===== config.mk =====
export PLATFORM = sky130hd
export DESIGN_NAME = secnotas
export DESIGN_NICKNAME = d
export VERILOG_FILES = /design/src/rtl/secnotas.sv
export SDC_FILE = /design/constraint.sdc
export NUM_CORES = 1
export LEC_CHECK = 0
export CORE_MARGIN = 3
export CORE_UTILIZATION = 44
export DETAILED_ROUTE_END_ITERATION = 8
export PLACE_DENSITY = 0.63
export SETUP_SLACK_MARGIN = 0.15
export SLEW_MARGIN = 20
export SYNTH_ARGS = -nofsm -noshare
export SYNTH_HDL_FRONTEND = slang
export SYNTH_SLANG_ARGS = --single-unit

===== constraint.sdc =====
create_clock -name clk -period 5.76 [get_ports clk]
set_input_delay 1.152 -clock clk [delete_from_list [all_inputs] [get_ports clk]]
set_output_delay 1.152 -clock clk [all_outputs]
set_load 0.01 [all_outputs]

===== src/rtl/secnotas.sv =====
`default_nettype none
// ============================================================================
// Module   : secnotas
// Brief    : Four-note square-wave sequencer with a synchronised button gate.
// Revision : 1.0 - initial release
// ============================================================================
module secnotas #(
    parameter int N0  = 45866,
    parameter int N1  = 40864,
    parameter int N2  = 36404,
    parameter int N3  = 34361,
    parameter int DUR = 6000000
) (
    input  logic clk,
    input  logic rst,
    input  logic button,
    output logic ch_out
);

    localparam int c_NMAX01 = (N0 > N1) ? N0 : N1;
    localparam int c_NMAX23 = (N2 > N3) ? N2 : N3;
    localparam int c_NMAX   = (c_NMAX01 > c_NMAX23) ? c_NMAX01 : c_NMAX23;
    localparam int c_TW     = $clog2(c_NMAX);
    localparam int c_DW     = (DUR > 1) ? $clog2(DUR) : 1;

    localparam logic [c_DW-1:0] c_DLAST = c_DW'(DUR - 1);
    localparam logic [c_DW-1:0] c_DONE  = c_DW'(1);
    localparam logic [c_TW-1:0] c_TONE  = c_TW'(1);

    logic [1:0]      r_idx;
    logic [c_DW-1:0] r_dcnt;
    logic [c_TW-1:0] r_tcnt;
    logic            r_b1;
    logic            r_b2;
    logic            r_ch_out;

    logic [c_TW-1:0] w_nsel_m1;
    logic [c_TW-1:0] w_half;
    logic            w_dend;
    logic            w_twrap;
    logic            w_tone;

    // Per-note wrap point and high/low split of the tone period
    always_comb begin
        w_nsel_m1 = c_TW'(N0 - 1);
        w_half    = c_TW'(N0 / 2);
        case (r_idx)
            2'd0: begin
                w_nsel_m1 = c_TW'(N0 - 1);
                w_half    = c_TW'(N0 / 2);
            end
            2'd1: begin
                w_nsel_m1 = c_TW'(N1 - 1);
                w_half    = c_TW'(N1 / 2);
            end
            2'd2: begin
                w_nsel_m1 = c_TW'(N2 - 1);
                w_half    = c_TW'(N2 / 2);
            end
            default: begin
                w_nsel_m1 = c_TW'(N3 - 1);
                w_half    = c_TW'(N3 / 2);
            end
        endcase
    end

    assign w_dend  = (r_dcnt == c_DLAST);
    assign w_twrap = (r_tcnt == w_nsel_m1);
    assign w_tone  = (r_tcnt < w_half);

    always_ff @(posedge clk) begin
        if (rst) begin
            r_idx    <= 2'd0;
            r_dcnt   <= '0;
            r_tcnt   <= '0;
            r_b1     <= 1'b0;
            r_b2     <= 1'b0;
            r_ch_out <= 1'b0;
        end else begin
            r_b1     <= button;
            r_b2     <= r_b1;
            r_ch_out <= r_b2 & w_tone;
            // A note change restarts the tone period, overriding its own wrap
            if (w_dend) begin
                r_dcnt <= '0;
                r_idx  <= r_idx + 2'd1;
                r_tcnt <= '0;
            end else begin
                r_dcnt <= r_dcnt + c_DONE;
                r_tcnt <= w_twrap ? '0 : (r_tcnt + c_TONE);
            end
        end
    end

    assign ch_out = r_ch_out;

endmodule
`default_nettype wire


==> Word level (Yosys, flattened, before mapping) <==
Index checks and enable logic that the tools add are counted.
{ "op_classes": {"add_sub_neg": 3, "n_lt_le_gt_ge": 1, "n_eq_ne": 4, "n_mux": 2, "bitwise": 1, "n_reduce_logical": 3} }
{ "ops": {"columns": ["cell", "count"], "rows": [
  ["14-bit case mux with 3 select lines", 1],
  ["13-bit case mux with 3 select lines", 1],
  ["23-bit by 1-bit adder with 23-bit output (second input constant)", 1],
  ["23-bit == test (second input constant)", 1],
  ["16-bit by 1-bit adder with 16-bit output (second input constant)", 1],
  ["16-bit == test", 1],
  ["16-bit less-than comparator", 1],
  ["3-bit OR reduction", 1],
  ["2-bit by 1-bit adder with 2-bit output (second input constant)", 1],
  ["2-bit by 1-bit == test with 1-bit output (second input constant)", 1],
  ["2-bit == test (second input constant)", 1],
  ["2-bit logical NOT", 1],
  ["2-bit OR reduction", 1],
  ["1-bit bitwise AND", 1]
]} }
{ "totals": {"ff_bits": 44, "in_bits": 3, "out_inout_bits": 1, "word_cells": 20} }

==> Depth between registers and ports, before layout <==
{ "depth": {"ltp_word": 4, "depth_mapped": 9, "mapped_depth_nobuf": 9} }

==> Worst setup path before layout <==
Ideal clock, no wire load.
{ "synth_path": {"path_type": "flip-flop to flip-flop", "from": "reg r_idx[0]", "to": "reg r_ch_out, in the netlist ch_out", "setup_time_ps": 75, "arrival_ps": 1841, "t_required_ps": 5685, "slack_ps": 3844, "path_stages_with_launch": 9, "path_cell_list": "dfxtp_1 inv_1 ha_1 o21bai_1 ha_1 and4b_1 a221oi_1 a21oi_1 o22ai_1"} }
{ "synth_between": {"elab_chain_cells": 4, "word_cells_on_any_way": 6, "cone_classes": "1 x order compare; 2 x eq/ne; 1 x mux; 1 x bitwise; 1 x reduce/logical"} }
{ "synth_rtl": {"columns": ["item", "line_no", "text"], "rows": [
  ["start, declared", "30", "logic [1:0] r_idx;"],
  ["start signal, assigned", "86", "r_idx <= r_idx + 2'd1;"],
  ["2-bit == test, or another cell as far along", "47", "case (r_idx)"],
  ["13-bit case mux with 3 select lines *", "47", null],
  ["16-bit less-than comparator *", "69", "assign w_tone = (r_tcnt < w_half);"],
  ["1-bit bitwise AND *", "82", "r_ch_out <= r_b2 & w_tone;"],
  ["end signal, assigned", "82", null],
  ["end, declared", "35", "logic r_ch_out;"]
]} }
Every way passes the cells marked *; elsewhere a longest branch is shown, timed or not.
A chain may end at the register's enable or synchronous reset.

==> Worst setup path after layout <==
{ "layout_path": {"from": "reg r_dcnt[0]", "to": "reg r_tcnt[6]"} }
{ "layout_between": {"elab_chain_cells": 2} }
{ "layout_rtl": {"columns": ["item", "line_no", "text"], "rows": [
  ["start, declared", "31", "logic [c_DW-1:0] r_dcnt;"],
  ["start signal, assigned", "89", "r_dcnt <= r_dcnt + c_DONE;"],
  ["23-bit == test", "67", "assign w_dend = (r_dcnt == c_DLAST);"],
  ["3-bit OR reduction (no source line)", null, null],
  ["end signal, assigned", "90", "r_tcnt <= w_twrap ? '0 : (r_tcnt + c_TONE);"],
  ["end, declared", "32", "logic [c_TW-1:0] r_tcnt;"]
]} }
No other way between the ends.

==> results.txt <==
The largest vdd supply drop came out at 0.000131 V. In the routed layout, each cell is associated on average with a via count of 5.13. The congestion estimate from routability-driven global placement came to 0.767. The signal on the critical path passes through ha_1, nand3_1, or4_4, o21ai_2, a31o_4, nor2_1. The floorplan has 25 rows. STA puts the critical path data arrival time at 2.71 ns.

After clock tree synthesis, the flow added hold-fix buffers numbering 0. Measured against its own limit, the worst slew margin works out to 43.7%. The number of distinct library cells after synthesis came out at 35. The share of total power in sequential cells came out at 54.4%.

In the post-synthesis netlist, the biggest area contributors are sky130_fd_sc_hd__dfxtp_1 (39%), sky130_fd_sc_hd__ha_1 (9.4%), sky130_fd_sc_hd__xor2_1 (9.3%). The met3 track demand over resource in global routing came out at 3.48%. The analysis attributes to cell leakage a power of 0.000927 µW. The count of flip-flops with a built-in enable after synthesis came out at 0. The clock drives 44 sinks. The layout overhead on the synthesized area came out at 9.15%. The via count of the first global-routing pass came out at 1,600. The final-report max-slew violation count is 0.

The worst stage delay on the critical path is 0.70 ns. The die is 77.6 µm wide. The number of nets still failing antenna checks after routing came out at 0.

The buffer and inverter count on the worst path came out at 0. By instance count, the leading cell after synthesis is sky130_fd_sc_hd__nor2_1. The slew at the pin closest to its max-slew limit is 0.844 ns. The worst setup path is of the flop to flop kind.

The number of antenna violations at the first check in global routing is 0. STA classifies the critical path endpoint as a flop. The post-CTS setup buffer count came out at 0. The highest clock rate came out at 397 MHz. The routed length per instance is 12.7 µm.

Global routing used 23.0% of the available met1 tracks. The detailed router placed 1,682 vias in this run. For this run, the detailed router's first-pass iteration total came to 4. The net switching power came out at 117 µW.

The share of synthesized registers carrying an async set or reset is 0%. The global routing usage summed across all routing layers came out at 15.3%. The maximum clock skew at final layout is 0.00243 ns. The final number of hold-violating endpoints is 0. TritonCTS built the clock tree. The number of gates resized after CTS was 0. The maximum number of pins on one net before global-route repair is 22. The fill cell total of the finished layout is 454. The tool flagged a number of max-cap violations equal to 0. The share of the synthesized area in the top cell type came out at 39.0%. The dominant register cell in the synthesized netlist is sky130_fd_sc_hd__dfxtp_1. The net count of the mapped netlist came out at 275. The cell with the biggest individual delay on the critical path is sky130_fd_sc_hd__o21ai_2.

Cells fill 50.8% of the core in the end. The clock latency at the later pin of the worst-skew pair came out at 0.29 ns. The largest fanout of any net on the critical path is 21. After global routing, the most crowded layer is met1. The footprint of the flip-flops and latches is 881 µm².

In the routed design, unresolved DRC markers number 0. The flow ran to the end, and the final reports show no timing, DRC or antenna violations. The wire length of the first global-routing pass came out at 7400 µm. The worst hold path belongs to the class flop to flop. The cell family contributing the most delay on the critical path is compound AO/OA/AOI/OAI gates. The effective utilization at floorplan is 46.6%. Setup repair after global routing left no endpoint under its margin. STA puts the critical path data required time at 5.95 ns.

The relative contribution of combinational cells to total power is 3.1%. In this run, the clock network consumes 42.6% of the power. The clock tree synthesis step divided the H-tree into 2 levels. The net count reported at finish came out at 280. The cell count after synthesis came out at 255. The met2 usage came out at 21.4%. The clock-pin transition on the worst setup and hold timing paths came out at 0.08 ns. The multi-input combinational cells in the finished layout cover a total of 1310 µm². The clock root buffer is sky130_fd_sc_hd__clkbuf_8. The proportion of layout cells with a drive suffix above 1 is 4.98%. The count of pins on the block boundary came out at 4. The final setup violation count came out at 0. The number of warning messages in the yosys log is 0. The number of violations reported at the end of detailed-routing iteration 0 came out at 60. The number of clock buffers added by TritonCTS is 5. The setup TNS is 0 ns.

The global route total overflow came out at 0. The post-synth design cell area came out at 2260 µm². The internal portion of total power came out at 458 µW. The power density normalized to cell area came out at 234 nW/µm². Detailed placement ended at an HPWL of 3090 µm. The largest total area in the synthesized netlist belongs to sky130_fd_sc_hd__dfxtp_1. The average size of a mapped cell came out at 8.85 µm². The worst setup path is launched from a flop. The count of buffers inserted at the top-level ports came out at 3. The repair_antennas step left the layout with diodes totalling 0. Sorting the synthesized cells by how often they occur yields sky130_fd_sc_hd__nor2_1 (50), sky130_fd_sc_hd__dfxtp_1 (44), sky130_fd_sc_hd__xor2_1 (24), sky130_fd_sc_hd__nand3_1 (21), sky130_fd_sc_hd__ha_1 (17).

The number of buffers on the longest clock path came out at 2. The final worst-path cycle share came out at 43.7%. The post-route minimum period is 2.52 ns. The die covers 6030 µm².

The sequential share of the synthesized area came out at 39.0%. The die outline height is 77.6 µm. Synthesis inferred 44 register bits.

The wire length reported by the detailed router is 4160 µm. Net switching is 20.4% of the power. The core outline area came out at 4850 µm².
## worst paths after layout
| path | from | to | slack, ns | depth (start not counted) |
|---|---|---|---|---|
| hold / removal | r_dcnt[0]$_SDFF_PP0_ | r_dcnt[0]$_SDFF_PP0_ | 0.44 | 1 |
| setup / recovery | r_dcnt[0]$_SDFF_PP0_ | r_tcnt[6]$_SDFF_PP0_ | 3.24 | 6 |
| hold reg to reg | r_dcnt[0]$_SDFF_PP0_ | r_dcnt[0]$_SDFF_PP0_ | 0.44 | 1 |
| setup reg to reg | r_dcnt[0]$_SDFF_PP0_ | r_tcnt[6]$_SDFF_PP0_ | 3.24 | 6 |
## sequential cells by signal, summed over array words and instances, names as in the netlist
register / count
r_b2: 1
r_idx: 2
r_b1: 1
r_dcnt: 23
r_tcnt: 16
ch_out: 1
## through the flow
step	power, µW	cells	hold WS [ns]	worst slack, ns	cell area (µm²)
2_1_floorplan	333	255	0.413	3.84	2260
3_3_place_gp	338	320	0.423	3.07	2340
3_5_place_dp	338	320	0.429	3.03	2340
4_1_cts	585	328	0.445	3.19	2460
5_1_grt	601	328	0.457	3.00	2460
6_report	575	328	0.445	3.24	2460
## worst reg2reg max path, delay by kind of cell (launching register included)
family | cells | cell delay (ns)
compound gates | 2 | 1.00
fa+ha+maj | 1 | 0.23
flops | 1 | 0.35
simple gates | 3 | 0.83
## kinds of logic (layout without fill, tap and decap cells)
| logic type | Yosys count | after routing | synth area share [%] |
|---|---|---|---|
| flip-flops | 44 | 44 | 39.0 |
| buffers and inverters | 14 | 20 | 2.77 |
| AO/OA/AOI/OAI | 16 | 16 | 5.04 |
| adder cells (fa/ha/maj) | 17 | 17 | 9.42 |
| XOR/XNOR | 39 | 39 | 15.1 |
| AND/OR/NAND/NOR | 125 | 125 | 28.6 |
## layer usage
metal | wire length [µm] | part of all wire [%]
met1 | 2310 | 55
met2 | 1690 | 41
met3 | 121 | 2.9
met4 | 43 | 1.0
met5 | 0 | 0
## power by group through the flow
stage / Combinational, µW / Sequential [µW] / Clock, µW
global placement: 17.4 / 320 / 0
finish: 17.7 / 313 / 245
CTS: 18.2 / 313 / 254
global route: 20.2 / 314 / 267
detailed placement: 18.1 / 320 / 0
floorplan: 13.6 / 319 / 0
## cell usage in the layout (no fill, tap or decap), drive strengths merged, types with 6 or more instances in the layout
cell type  count
ha            17
xor2          24
inv            9
xnor2         15
dfxtp         44
clkbuf         6
nand2         12
and3          10
nor2          50
nand3         22
nand4          8
## layout make-up
type                       instances  share of cell area [%]
tap                               67                    3.40
multi-input combinational        197                    53.3
sequential                        44                    35.8
inverter                           9                    1.37
clock buffer                       6                    3.35
clock inverter                     2                    1.57
timing repair buffer               3                    1.22
(Power assumes the default switching activity.)
